$ cat config.mk
export PLATFORM = sky130hd
export DESIGN_NAME = fetch_stage
export DESIGN_NICKNAME = d
export VERILOG_FILES = /design/src/rtl/rv_pkg.sv /design/src/rtl/fetch_stage.sv
export SDC_FILE = /design/constraint.sdc
export NUM_CORES = 1
export LEC_CHECK = 0
export CORE_MARGIN = 3
export CORE_UTILIZATION = 25
export CTS_CLUSTER_SIZE = 40
export DETAILED_ROUTE_END_ITERATION = 10
export MAX_ROUTING_LAYER = met4
export PLACE_DENSITY_LB_ADDON = 0.2
export REMOVE_ABC_BUFFERS = 1
export SYNTH_ARGS = -nofsm -noshare
export SYNTH_HDL_FRONTEND = slang
export SYNTH_SLANG_ARGS = --single-unit
$ cat constraint.sdc
create_clock -name clk -period 3.4 [get_ports clk]
set_input_delay 0.85 -clock clk [delete_from_list [all_inputs] [get_ports clk]]
set_output_delay 0.85 -clock clk [all_outputs]
set_load 0.05 [all_outputs]
$ cat src/rtl/rv_pkg.sv
// Shared definitions for the front end: PC-select encodings, the canonical
// NOP instruction, and the fetch-stage state encoding.
package rv_pkg;

  // PC select encodings consumed by the PC mux
  localparam logic [1:0] PC_SEL_INC  = 2'b00;
  localparam logic [1:0] PC_SEL_BR   = 2'b01;
  localparam logic [1:0] PC_SEL_JMP  = 2'b10;
  localparam logic [1:0] PC_SEL_HOLD = 2'b11;

  // addi x0, x0, 0 -- the value decode sees when nothing valid is held
  localparam logic [31:0] NOP_INSTR_DEF = 32'h0000_0013;

  typedef enum logic [1:0] {
    IDLE = 2'b00,
    WAIT = 2'b01,
    DROP = 2'b10
  } fetch_state_t;

endpackage

$ cat src/rtl/fetch_stage.sv
// Instruction fetch stage: issues one memory request per instruction over a
// valid/ready handshake, holds the returned word for decode, and drops
// wrong-path fetches when a branch/jump redirect is taken.
module fetch_stage
  import rv_pkg::*;
#(
  parameter int unsigned      ADDR_W    = 32,
  parameter int unsigned      INSTR_W   = 32,
  parameter logic [INSTR_W-1:0] NOP_INSTR = INSTR_W'(NOP_INSTR_DEF)
) (
  input  logic               clk,
  input  logic               reset_n,
  input  logic [ADDR_W-1:0]  pc_in,
  input  logic               redirect,
  output logic               fetch_hold,
  output logic               imem_req_valid,
  input  logic               imem_req_ready,
  output logic [ADDR_W-1:0]  imem_req_addr,
  input  logic               imem_rsp_valid,
  input  logic [INSTR_W-1:0] imem_rsp_data,
  output logic               if_valid,
  output logic [ADDR_W-1:0]  if_pc,
  output logic [INSTR_W-1:0] if_instr,
  output logic               if_misalign,
  input  logic               id_ready
);

  fetch_state_t       state_q, state_d;
  logic               if_valid_q, if_valid_d;
  logic [ADDR_W-1:0]  if_pc_q, if_pc_d;
  logic [INSTR_W-1:0] if_instr_q, if_instr_d;
  logic               if_mis_q, if_mis_d;
  logic [ADDR_W-1:0]  req_pc_q, req_pc_d;
  logic               req_mis_q, req_mis_d;

  logic buf_free;
  logic accept;
  logic load;

  // Handshake terms shared by the FSM and the output register
  always_comb begin
    buf_free       = !if_valid_q || id_ready;
    imem_req_valid = (state_q == IDLE) && buf_free && !redirect;
    imem_req_addr  = {pc_in[ADDR_W-1:2], 2'b00};
    accept         = imem_req_valid && imem_req_ready;
    fetch_hold     = !accept;
  end

  // Next-state logic: one request outstanding; redirect turns a pending fetch into a drop
  always_comb begin
    state_d   = state_q;
    req_pc_d  = req_pc_q;
    req_mis_d = req_mis_q;
    load      = 1'b0;
    unique case (state_q)
      IDLE: begin
        if (accept) begin
          state_d   = WAIT;
          req_pc_d  = pc_in;
          req_mis_d = |pc_in[1:0];
        end
      end
      WAIT: begin
        if (imem_rsp_valid) begin
          // A response coinciding with redirect is wrong-path and is discarded
          load    = !redirect;
          state_d = IDLE;
        end else if (redirect) begin
          state_d = DROP;
        end
      end
      DROP: begin
        if (imem_rsp_valid) begin
          state_d = IDLE;
        end
      end
      default: state_d = IDLE;
    endcase
  end

  // Output register: load replaces, drain clears valid only, redirect flushes to NOP
  always_comb begin
    if_valid_d = if_valid_q;
    if_pc_d    = if_pc_q;
    if_instr_d = if_instr_q;
    if_mis_d   = if_mis_q;
    if (if_valid_q && id_ready) begin
      if_valid_d = 1'b0;
    end
    if (load) begin
      if_valid_d = 1'b1;
      if_pc_d    = req_pc_q;
      if_instr_d = imem_rsp_data;
      if_mis_d   = req_mis_q;
    end
    if (redirect) begin
      if_valid_d = 1'b0;
      if_instr_d = NOP_INSTR;
    end
  end

  // State and data registers; reset abandons any outstanding request
  always_ff @(posedge clk or negedge reset_n) begin
    if (!reset_n) begin
      state_q    <= IDLE;
      if_valid_q <= 1'b0;
      if_pc_q    <= '0;
      if_instr_q <= NOP_INSTR;
      if_mis_q   <= 1'b0;
      req_pc_q   <= '0;
      req_mis_q  <= 1'b0;
    end else begin
      state_q    <= state_d;
      if_valid_q <= if_valid_d;
      if_pc_q    <= if_pc_d;
      if_instr_q <= if_instr_d;
      if_mis_q   <= if_mis_d;
      req_pc_q   <= req_pc_d;
      req_mis_q  <= req_mis_d;
    end
  end

  assign if_valid    = if_valid_q;
  assign if_pc       = if_pc_q;
  assign if_instr    = if_instr_q;
  assign if_misalign = if_mis_q;

endmodule
==> flow_metrics.tcl, run 1 <==
set metrics [dict create \
    intPower_mw 2.734 \
    cts_sinks 101 \
    wl_mm 9.281 \
    yosysSeqAreaShare_pct 61.77 \
    syn_to_final_growth_pct 47.36 \
    final_max_slew_viol_count 0 \
    yosys_warnings 0 \
    synthSimpleGateAreaFrac_pct 2.779 \
    critical_path_arrival_ns 2.18 \
    grt_use_total_pct 10.73 \
    netlist_area_sq_um 4098 \
    hold_viol 0 \
    synth_top_family_by_area "multiplexers" \
    syn_area_per_cell_sq_um 15.58 \
    drtIter0Drc 106 \
    yosysMostFrequentCell "dfrtp_1" \
    ir_drop_mv 0.2592 \
    htreeDepth 3 \
    final_area_sq_um 6038 \
    synth_area_leaders "dfrtp_1 60%, mux2_1 9.1%, mux2_4 7.3%" \
    critPathRequiredTime_ns 2.55 \
    syn_inst 263 \
    synth_common_cells "98 x dfrtp_1, 36 x buf_4, 33 x mux2_1" \
    synthFlopType "dfrtp_1" \
    critPathMaxStageDelay_ns 0.82 \
    relSlewSlack_pct 56.90 \
    outcome "finished, final reports clean" \
    ctsHoldBuffers 0 \
    crit_buf_inv 2 \
    clock_skew_ns 0.009132 \
    drive_gt1_share_pct 15.69 \
    antennaDiodeCount 0 \
    overflow 0 \
    synth_cell_type_count 25 \
    synthAdderAreaFrac_pct 0 \
    timing.final.crit_share_pct 89.17 \
    cts_made_buffers 9 \
    seqPwrFrac_pct 37.4 \
    cp-end-kind "output pin" \
    cts_tree "built" \
    setup.worst_path.start_class "input port" \
    fin_crit_ns 3.032 \
    crit_chain "clkdlybuf4s50_1, clkdlybuf4s50_1" \
    post_cts_resized 0 \
    hpwl_mm 6.317 \
    yosys.area.top_type_share_pct 59.85 \
    leakage_nw 2.607 \
    worst_slew_pin_slew_ns 0.6466 \
    synth_mux_area_share_pct 19.94 \
    p_sw_mw 1.723 \
    core_area_sq_um 15940 \
    rsz0062_at_grt "no" \
    die-area_sq_um 17960 \
    crit_type "in2out" \
    grt_pass1_wl_mm 14.83 \
    nNetsFinal 473 \
    gp_congestion 0.6728 \
    async_reset_ff_share_pct 100.0 \
    synth_edf_count 0 \
    yosysTopAreaCell "dfrtp_1" \
    hold_class "in2async" \
    yosys_register_bits 101 \
    dieHeight_um 134.0 \
    initial_core_util_pct 25.70 \
    ant_nets 0 \
    maxCapViolations 0 \
    cts_root_buf "clkbuf_16" \
    dr.pass1.iters 4 \
    io_buffers 167 \
    route.vias.total 2536 \
    cp_max_fo 2 \
    fmax_mhz 329.8 \
    grt_max_degree 39 \
    die_x_um 134.0 \
    fin_tns_setup_ns 0 \
    num_rows 46 \
    crit_family "buffers and inverters" \
    power_frac_clock_pct 21.5 \
    switching_share_pct 38.65 \
    io_pins 170 \
    total_power_mw 4.457 \
    antenna_found_initial 0 \
    power.density_nw_per_um2 738.2 \
    fin_hold_ws_ns 0.4653 \
    cts_setup_buffers 0 \
    first_global_vias 2719 \
    crit_top_cell "clkdlybuf4s50_1" \
    synth_xor_area_share_pct 0 \
    via_per_inst 4.064 \
    clk_latency_ns 0.34 \
    synth_compound_gate_area_share_pct 7.206 \
    wire_per_inst_um 14.87 \
    cpMaxStageDelayCell "clkdlybuf4s50_1" \
    dpl_cell_area_sq_um 5761 \
    drc_errors 0 \
    pwr-share-comb_pct 41.1 \
    clk_pin_slew_ns 0.07 \
    cts.path.max_buffers 2 \
    finalSetupViolCount 0 \
]
state kept, by name, summed over array words and instances, names as in the netlist:
register     cells
if_instr        32
if_pc           32
req_pc_q        32
state_q          2
if_misalign      1
if_valid         1
req_mis_q        1
cell usage in the layout, fill, tap and decap left out:
cell type,count
conb_1,2
and3_1,1
mux2_1,33
buf_4,9
o22a_1,3
clkbuf_16,9
mux2_4,20
inv_1,1
clkinv_4,1
mux2_2,12
nand4b_4,1
inv_6,1
clkdlybuf4s50_1,163
buf_12,1
nand3b_1,2
a22o_1,29
clkbuf_8,1
o21ai_0,1
clkinv_2,2
clkinvlp_4,1
nor2_4,1
dfrtp_1,98
nor2_1,2
nor2b_2,1
nand2b_1,3
clkbuf_1,1
mux2i_1,1
dfstp_2,3
nand2_1,2
nand3_4,1
a21oi_1,2
worst reg2reg max path, cell delays in order, from the launching register on:
cell and delay [ns]:
dfrtp_1 0.50, nand4b_4 0.20, buf_4 0.54, mux2_2 0.43
final timing paths:
path                                endpoint  slack (ns)  cells past startpoint          from
setup / recovery           imem_req_addr[16]        0.37                      2     pc_in[16]
hold / removal                     if_pc[20]        0.47                      1       reset_n
setup reg to reg                 req_pc_q[0]        1.61                      3    state_q[0]
hold reg to reg                    if_pc[24]        0.48                      1  req_pc_q[24]
max in group asynchronous       if_instr[28]        2.21                      2       reset_n
min in group clk                   if_pc[24]        0.48                      1  req_pc_q[24]
area by class of cell:
class	instances	area [sq um]
inverter	1	3.754
clock buffer	11	242.7
multi-input combinational	117	1236
fill	1517	9905
timing repair buffer	173	1719
tap	216	270.3
clock inverter	5	35.03
sequential	101	2531
cell families (layout without fill, tap and decap cells):
logic type,after synthesis,in the layout
other,1,2
and+or+nand+nor,14,14
DFF,101,101
AOI/OAI and AO/OA,35,35
muxes,66,66
buffers and inverters,46,190
power by group through the flow:
stage	Combinational, mW	Clock [mW]	Sequential (mW)
global route	1.91	1.06	1.71
floorplan	0.328	0	2.44
finish	1.83	0.960	1.67
global placement	1.85	0	1.68
CTS	1.85	1.01	1.67
detailed placement	1.85	0	1.69
metrics by stage:
stage                     std cells  util [%]  setup slack, ns
after global routing            624     37.87           0.3386
after CTS                       624     37.87           0.3647
after detailed placement        608     36.13           0.3687
after floorplan                 219         -           0.8127
final                           624     37.87           0.3681
after global placement          608     36.13           0.3634
per-layer routing:
metal | GRT usage, % | part of all wire (%) | vias up
met5 | - | 0 | -
met4 | 4.242 | 1.4 | 0
met3 | 3.226 | 8.9 | 9
met2 | 14.35 | 41 | 125
met1 | 15.16 | 49 | 1220
li1 | - | - | 1182
Note: power is estimated with default switching activity, not from simulation.
==> run 2: changes to the inputs <==
--- a/config.mk
+++ b/config.mk
@@ -9,3 +9,3 @@
 export CORE_UTILIZATION = 25
-export CTS_CLUSTER_SIZE = 40
+export CTS_CLUSTER_SIZE = 28
 export DETAILED_ROUTE_END_ITERATION = 10
--- a/constraint.sdc
+++ b/constraint.sdc
@@ -3,2 +3,2 @@
 set_output_delay 0.85 -clock clk [all_outputs]
-set_load 0.05 [all_outputs]
+set_load 0.1 [all_outputs]
==> flow_metrics.tcl, run 2 (same netlist as run 1, synthesis figures left out) <==
set metrics [dict create \
    ir_drop_mv 0.3814 \
    layout_commonest_cell "buf_4" \
    initial_core_util_pct 25.70 \
    crit_type "in2out" \
    antennaDiodeCount 0 \
    cts_root_buf "clkbuf_16" \
    dieHeight_um 134.0 \
    post_cts_resized 0 \
    num_rows 46 \
    ant_nets 0 \
    fin_tns_setup_ns 0 \
    critPathRequiredTime_ns 2.55 \
    whs_path_depth 1 \
    final_cell_mix "99 x buf_4, 98 x dfrtp_1, 68 x clkdlybuf4s50_1" \
    r2r-end "req_pc_q[0]" \
    grt_max_degree 59 \
    clk_pin_slew_ns 0.06 \
    grt_use_total_pct 10.66 \
    cts_sinks 101 \
    cp_max_fo 5 \
    route.vias.total 2546 \
    first_global_vias 2713 \
    nFillCells 1552 \
    dr.pass1.iters 4 \
    overflow 0 \
    setup.worst_path.start_class "input port" \
    drive_gt1_share_pct 37.93 \
    core_area_sq_um 15940 \
    fin_crit_ns 2.946 \
    drtIter0Drc 134 \
    dpl_cell_area_sq_um 5545 \
    timing.final.crit_share_pct 86.64 \
    rr_worst_depth 3 \
    leakage_nw 2.723 \
    cts.path.max_buffers 2 \
    die-area_sq_um 17960 \
    final_max_slew_viol_count 0 \
    finalSetupViolCount 0 \
    cts_setup_buffers 0 \
    syn_to_final_growth_pct 42.05 \
    antenna_found_initial 0 \
    critical_path_arrival_ns 2.10 \
    final_area_sq_um 5821 \
    hpwl_mm 6.328 \
    r2r_start "state_q[0]" \
    hp-start "req_pc_q[29]" \
    cp-end-kind "output pin" \
    nNetsFinal 471 \
    drc_errors 0 \
    io_pins 170 \
    outcome "finished, final reports clean" \
    worst_slew_pin_slew_ns 0.7612 \
    wl_mm 9.051 \
    relSlewSlack_pct 49.26 \
    fmax_mhz 339.5 \
    maxCapViolations 0 \
    io_buffers 167 \
    ctsHoldBuffers 0 \
    rsz0062_at_grt "no" \
    htreeDepth 3 \
    power.density_nw_per_um2 912.0 \
    via_per_inst 4.093 \
    clock_skew_ns 0.008508 \
    clk_latency_ns 0.35 \
    wire_per_inst_um 14.55 \
    grt_pass1_wl_mm 14.57 \
    hold_path_end "if_pc[29]" \
    cts_tree "built" \
    cts_made_buffers 9 \
    gp_congestion 0.6812 \
    hold_class "reg2reg" \
    die_x_um 134.0 \
    regToRegSetupSlack_ns 1.62 \
    hold_viol 0 \
]
[run 2: cell count changes in the layout (fill, tap and decap cells not counted), sizes merged]
cell,change
buf,+93
clkinv,-3
inv,-1
clkbuf,+4
clkdlybuf4s50,-95
[run 2: layer usage]
| metal | up-vias | GRT usage, % | part of all wire [%] |
|---|---|---|---|
| met1 | 1232 | 14.46 | 49 |
| met3 | 12 | 3.001 | 8.0 |
| met2 | 121 | 14.85 | 41 |
| li1 | 1181 | - | - |
| met5 | - | - | 0 |
| met4 | 0 | 4.751 | 2.0 |
[run 2: layout make-up]
cell class                      instances  area [sq um]  area share, %
Timing Repair Buffer                  171          1504          25.84
Inverter                                1         3.754        0.06449
Sequential cell                       101          2531          43.49
Multi-Input combinational cell        117          1236          21.24
Clock inverter                          1         7.507         0.1290
Tap cell                              216         270.3          4.643
Clock buffer                           15         267.8          4.600
[run 2: critical path, stage by stage]
cell and delay, ns:
clkdlybuf4s50_1 0.52, nor2_4 0.25, nand2_1 0.08, nor2_1 0.19, buf_12 0.21
[run 2: where the power goes]
part           internal [mW]  switching, mW
Combinational          0.617           2.06
Sequential              1.52          0.157
Clock                  0.538          0.422
Total                   2.67           2.64
[run 2: stage by stage]
stage / util, % / std cells / hold WS (ns) / setup WS (ns) / power (mW)
2_1_floorplan: - / 219 / 0.4541 / 0.1829 / 3.602
3_5_place_dp: 34.78 / 606 / 0.4724 / 0.4516 / 4.398
3_3_place_gp: 34.78 / 606 / 0.4632 / 0.4703 / 4.372
4_1_cts: 36.51 / 622 / 0.4874 / 0.4455 / 5.389
5_1_grt: 36.51 / 622 / 0.5040 / 0.3885 / 5.538
6_report: 36.51 / 622 / 0.4824 / 0.4543 / 5.308
[run 2: worst max-delay path by stage]
stage                     startpoint  cells past startpoint             end  slack [ns]
final                       redirect                      5  imem_req_valid        0.45
after global routing        redirect                      5  imem_req_valid        0.39
after CTS                   redirect                      5  imem_req_valid        0.45
after detailed placement    redirect                      5  imem_req_valid        0.45
after global placement      redirect                      5  imem_req_valid        0.47
after floorplan             if_valid                      3  imem_req_valid        0.18
==> RTL change 1: new RTL, settings of run 1 <==
Change the parameter `ADDR_W` from 32 to 48.
--- a/src/rtl/fetch_stage.sv
+++ b/src/rtl/fetch_stage.sv
@@ -4,7 +4,7 @@
 module fetch_stage
   import rv_pkg::*;
 #(
-  parameter int unsigned      ADDR_W    = 32,
+  parameter int unsigned      ADDR_W    = 48,
   parameter int unsigned      INSTR_W   = 32,
   parameter logic [INSTR_W-1:0] NOP_INSTR = INSTR_W'(NOP_INSTR_DEF)
 ) (
Interface: changed (resized if_pc, imem_req_addr and pc_in); port bits go from 170 to 218. The function was not compared with the original's and may differ.
==> RTL change 1 against run 1 <==
- power up 57%
- synthesized area up 33%
- routed wire length up 37%
- sequential cell count up 32
- setup slack better by 0.0094 ns
- fmax up 0.31%
- cell area up 35%
- clock power up 110%
- non-clock buffer count up 48
- die area up 32%
==> RTL change 1: results (changes against run 1) <==
vias post-DR 3352 (+32%); Multi-input gate area 0.00161 mm^2 (+30%); grt met2 use 17.3% (+3.0 points); initial antenna violation count 0 (unchanged); Max rail drop VDD 0.330 mV (+28%); final HPWL from detailed placement 8680 um (+37%); I/O Buffers 215 (+29%); cells after synthesis 347 (+32%); combinational power share 38.6% (-2.5 points); status finished, final reports clean; clk_skew 0.0114 ns (+0.00225 ns); sequential share of the synthesized area 61.0% (-0.75 points); Cells after DPL 779 (+28%); nets@finish 609 (+29%); fillers 2003 (+32%); first-pass GRT wire length 20400 um (+38%); Synth Area in Compound Gates 5.41% (-1.8 points); Seq pwr share 32.6% (-4.8 points); multiplexer area fraction after synthesis 21.6% (+1.7 points); DR WL/cell 15.7 um (+5.7%); routability congestion estimate 0.721 (+7.2%); Synth area leaders dfrtp_1 60%, mux2_2 15%, buf_4 7.0%, mux2_4 5.8%, a22o_1 4.7%; count of cell types in the netlist 26 (+4.0%); grt met1 use 14.1% (-1.1 points); total power 7.00 mW (+57%); initial core utilization 25.7% (+0.029 points); Reg clk slew, reported paths around 0.060 ns; vias in the first global route 3633 (+34%); routing usage on met3 4.02% (+0.80 points); largest net degree at the start of global routing 69 (+77%); share of cells above drive strength 1 26.0% (+10 points); most common library cells after synthesis 130 x dfrtp_1, 71 x mux2_2, 51 x buf_4; placed inst area 0.00752 mm^2 (+30%); Tot GR Track Use 11.3% (+0.61 points); Leakage Power 3.45 nW (+33%); met2 routed wirelength 6080 um (+60%); clock latency at the later pin of the worst-skew pair 0.41 ns (+0.07 ns); drt first-iter violations 70 (-34%); Post-CTS Setup Bufs 0 (unchanged); Placement Setup Slack 0.368 ns (-0.000977 ns); worst path arrival time between 2 and 2.5 ns; WL final 12700 um (+37%); Slew @ Worst Pin 1.23 ns (+0.580 ns); Switching Fraction 36.4% (-2.3 points); total CTS buffers 17 (+8); met3 WL 856 um (+3.8%)
[RTL change 1: changes by cell type in the layout (fill, tap and decap cells not counted), sizes merged]
cell,delta
mux2,+32
bufinv,+5
clkbuf,+9
clkdlybuf4s50,+49
clkinv,+1
dfrtp,+32
buf,-1
[RTL change 1: path summary, 6_finish.rpt]
path / to / slack, ns / depth (start not counted) / from
max: imem_req_addr[30] / 0.38 / 2 / pc_in[30]
min reg2reg: if_pc[42] / 0.49 / 1 / req_pc_q[42]
min: if_instr[17] / 0.46 / 1 / reset_n
max reg2reg: if_instr[16] / 1.43 / 3 / state_q[0]
max in group asynchronous: if_instr[4] / 2.21 / 2 / reset_n
min in group clk: if_pc[42] / 0.49 / 1 / req_pc_q[42]
[RTL change 1: cell type report]
| type | instances | area share (%) |
|---|---|---|
| clock inverter | 11 | 2.42 |
| tap | 275 | 4.21 |
| clock buffer | 20 | 5.59 |
| multi-input combinational | 149 | 19.6 |
| sequential | 133 | 40.8 |
| inverter | 1 | 0.0459 |
| timing repair buffer | 221 | 27.3 |
==> RTL change 2: new RTL, config.mk and constraints of run 1 <==
Without the edit above. Encoding of `fetch_state_t`: now one-hot (3 bits for 3 states).
--- a/src/rtl/rv_pkg.sv
+++ b/src/rtl/rv_pkg.sv
@@ -11,10 +11,10 @@
   // addi x0, x0, 0 -- the value decode sees when nothing valid is held
   localparam logic [31:0] NOP_INSTR_DEF = 32'h0000_0013;
 
-  typedef enum logic [1:0] {
-    IDLE = 2'b00,
-    WAIT = 2'b01,
-    DROP = 2'b10
+  typedef enum logic [2:0] {
+    IDLE = 3'b001,
+    WAIT = 3'b010,
+    DROP = 3'b100
   } fetch_state_t;
 
 endpackage
Formal check against the unedited RTL: same outputs for any inputs over 10 cycles, from zero or initial values and one cycle with reset_n low; not proved beyond that.
==> RTL change 2 against run 1 <==
- critical path depth rose by 2
- setup slack got worse by 0.13 ns
- combinational power fell by 43%
- synthesized area rose by 2.2%
- die area rose by 2.1%
- count of clock-buffer cells in the layout fell by 2
- cell area rose by 1.6%
- power fell by 20%
- largest cell class unchanged
- cell count rose by 1.3%
- register-to-register slack got worse by 0.70 ns
- sequential cell count rose by 1
- routed wire length rose by 8.1%
==> RTL change 2: results (changes against run 1) <==
Seq/total area 41.7% (-0.22 points); Tot GR Track Use 11.7% (+0.99 points); CTS resizes 0 (unchanged); clk sink count 102 (+0.99%); grt met2 use 18.5% (+4.2 points); first-pass GRT wire length 16100 um (+8.3%); Non-clk bufs 172 (-0.58%); final HPWL from detailed placement 6950 um (+10%); routability congestion estimate 0.692 (+2.9%); drt drc 0 (unchanged); reg-to-reg critical path endpoint req_pc_q[7]; vias in the first global route 2862 (+5.3%); grt met1 use 14.3% (-0.90 points); Crit Path Max Fanout 4 (+2); worst path arrival time 2.31 ns (+0.13 ns); Leakage Power 2.75 nW (+5.5%); total CTS buffers 9 (unchanged); Top delay family on crit path simple AND/OR/NAND/NOR gates; Slew @ Worst Pin 1.28 ns (+0.634 ns); clk_skew 0.0110 ns (+0.00182 ns); Worst path slowest cell or4b_2; R2R Path Start state_q[0]; slowest stage delay, CP 0.70 ns (-0.12 ns); vias post-DR 2644 (+4.3%); non-clk buf share 27.9% (-0.60 points); R2R depth 4 (+1); Synth area leaders dfrtp_1 59%, mux2_2 10%, mux2_4 9.7%, a22o_1 6.1%, buf_4 5.7%; most common library cells after synthesis 98 x dfrtp_1, 38 x mux2_2, 32 x buf_4; nets@finish 481 (+1.7%); WL final 10000 um (+8.1%); routing usage on met3 2.75% (-0.48 points); clock network area share 4.96% (+0.36 points); Placement Setup Slack 0.233 ns (-0.136 ns); status finished, final reports clean; initial antenna violation count 0 (unchanged); count of cell types in the netlist 30 (+20%); WL met1 4290 um (-5.5%); share of cells above drive strength 1 24.3% (+8.6 points); met2 routed wirelength 5040 um (+33%); DIE AREA 0.0183 mm^2 (+2.1%); fillers 1537 (+1.3%); drt first-iter violations 90 (-15%); largest net degree at the start of global routing 63 (+62%); comb_multi_in 125 (+6.8%); minimum clock period 3.16 ns (+0.126 ns); Root Driver clkbuf_16; R2R Setup Slk 0.91 ns (-0.70 ns); critical path endpoint fetch_hold; Critical path origin id_ready; Max rail drop VDD 0.248 mV (-4.4%); fraction of area in multi-input gates 21.0% (+0.54 points); met3 WL 509 um (-38%); sequential share of the synthesized area 61.1% (-0.72 points)
## RTL change 2: report_power, final
| part | internal [mW] | switching (mW) |
|---|---|---|
| Combinational | 0.450 | 0.585 |
| Sequential | 1.40 | 0.0953 |
| Clock | 0.580 | 0.471 |
| Total | 2.43 | 1.15 |
## RTL change 2: stage by stage
stage | utilization [%] | hold WS (ns) | cells | instance area, um^2
2_1_floorplan | - | 0.461 | 228 | 3850
3_3_place_gp | 36.2 | 0.484 | 616 | 5830
3_5_place_dp | 36.2 | 0.481 | 616 | 5830
4_1_cts | 38.1 | 0.493 | 632 | 6130
5_1_grt | 38.1 | 0.509 | 632 | 6130
6_report | 38.1 | 0.484 | 632 | 6130
## RTL change 2: cell families (layout without fill, tap and decap cells)
logic type             after synthesis  count (layout)  synth area share (%)
DFF                                102             102                  61.1
and+or+nand+nor                     22              22                  3.32
muxes                               66              66                  20.1
buffers and inverters               46             189                  8.36
AOI/OAI and AO/OA                   35              35                  7.05
other                                1               2                0.0895
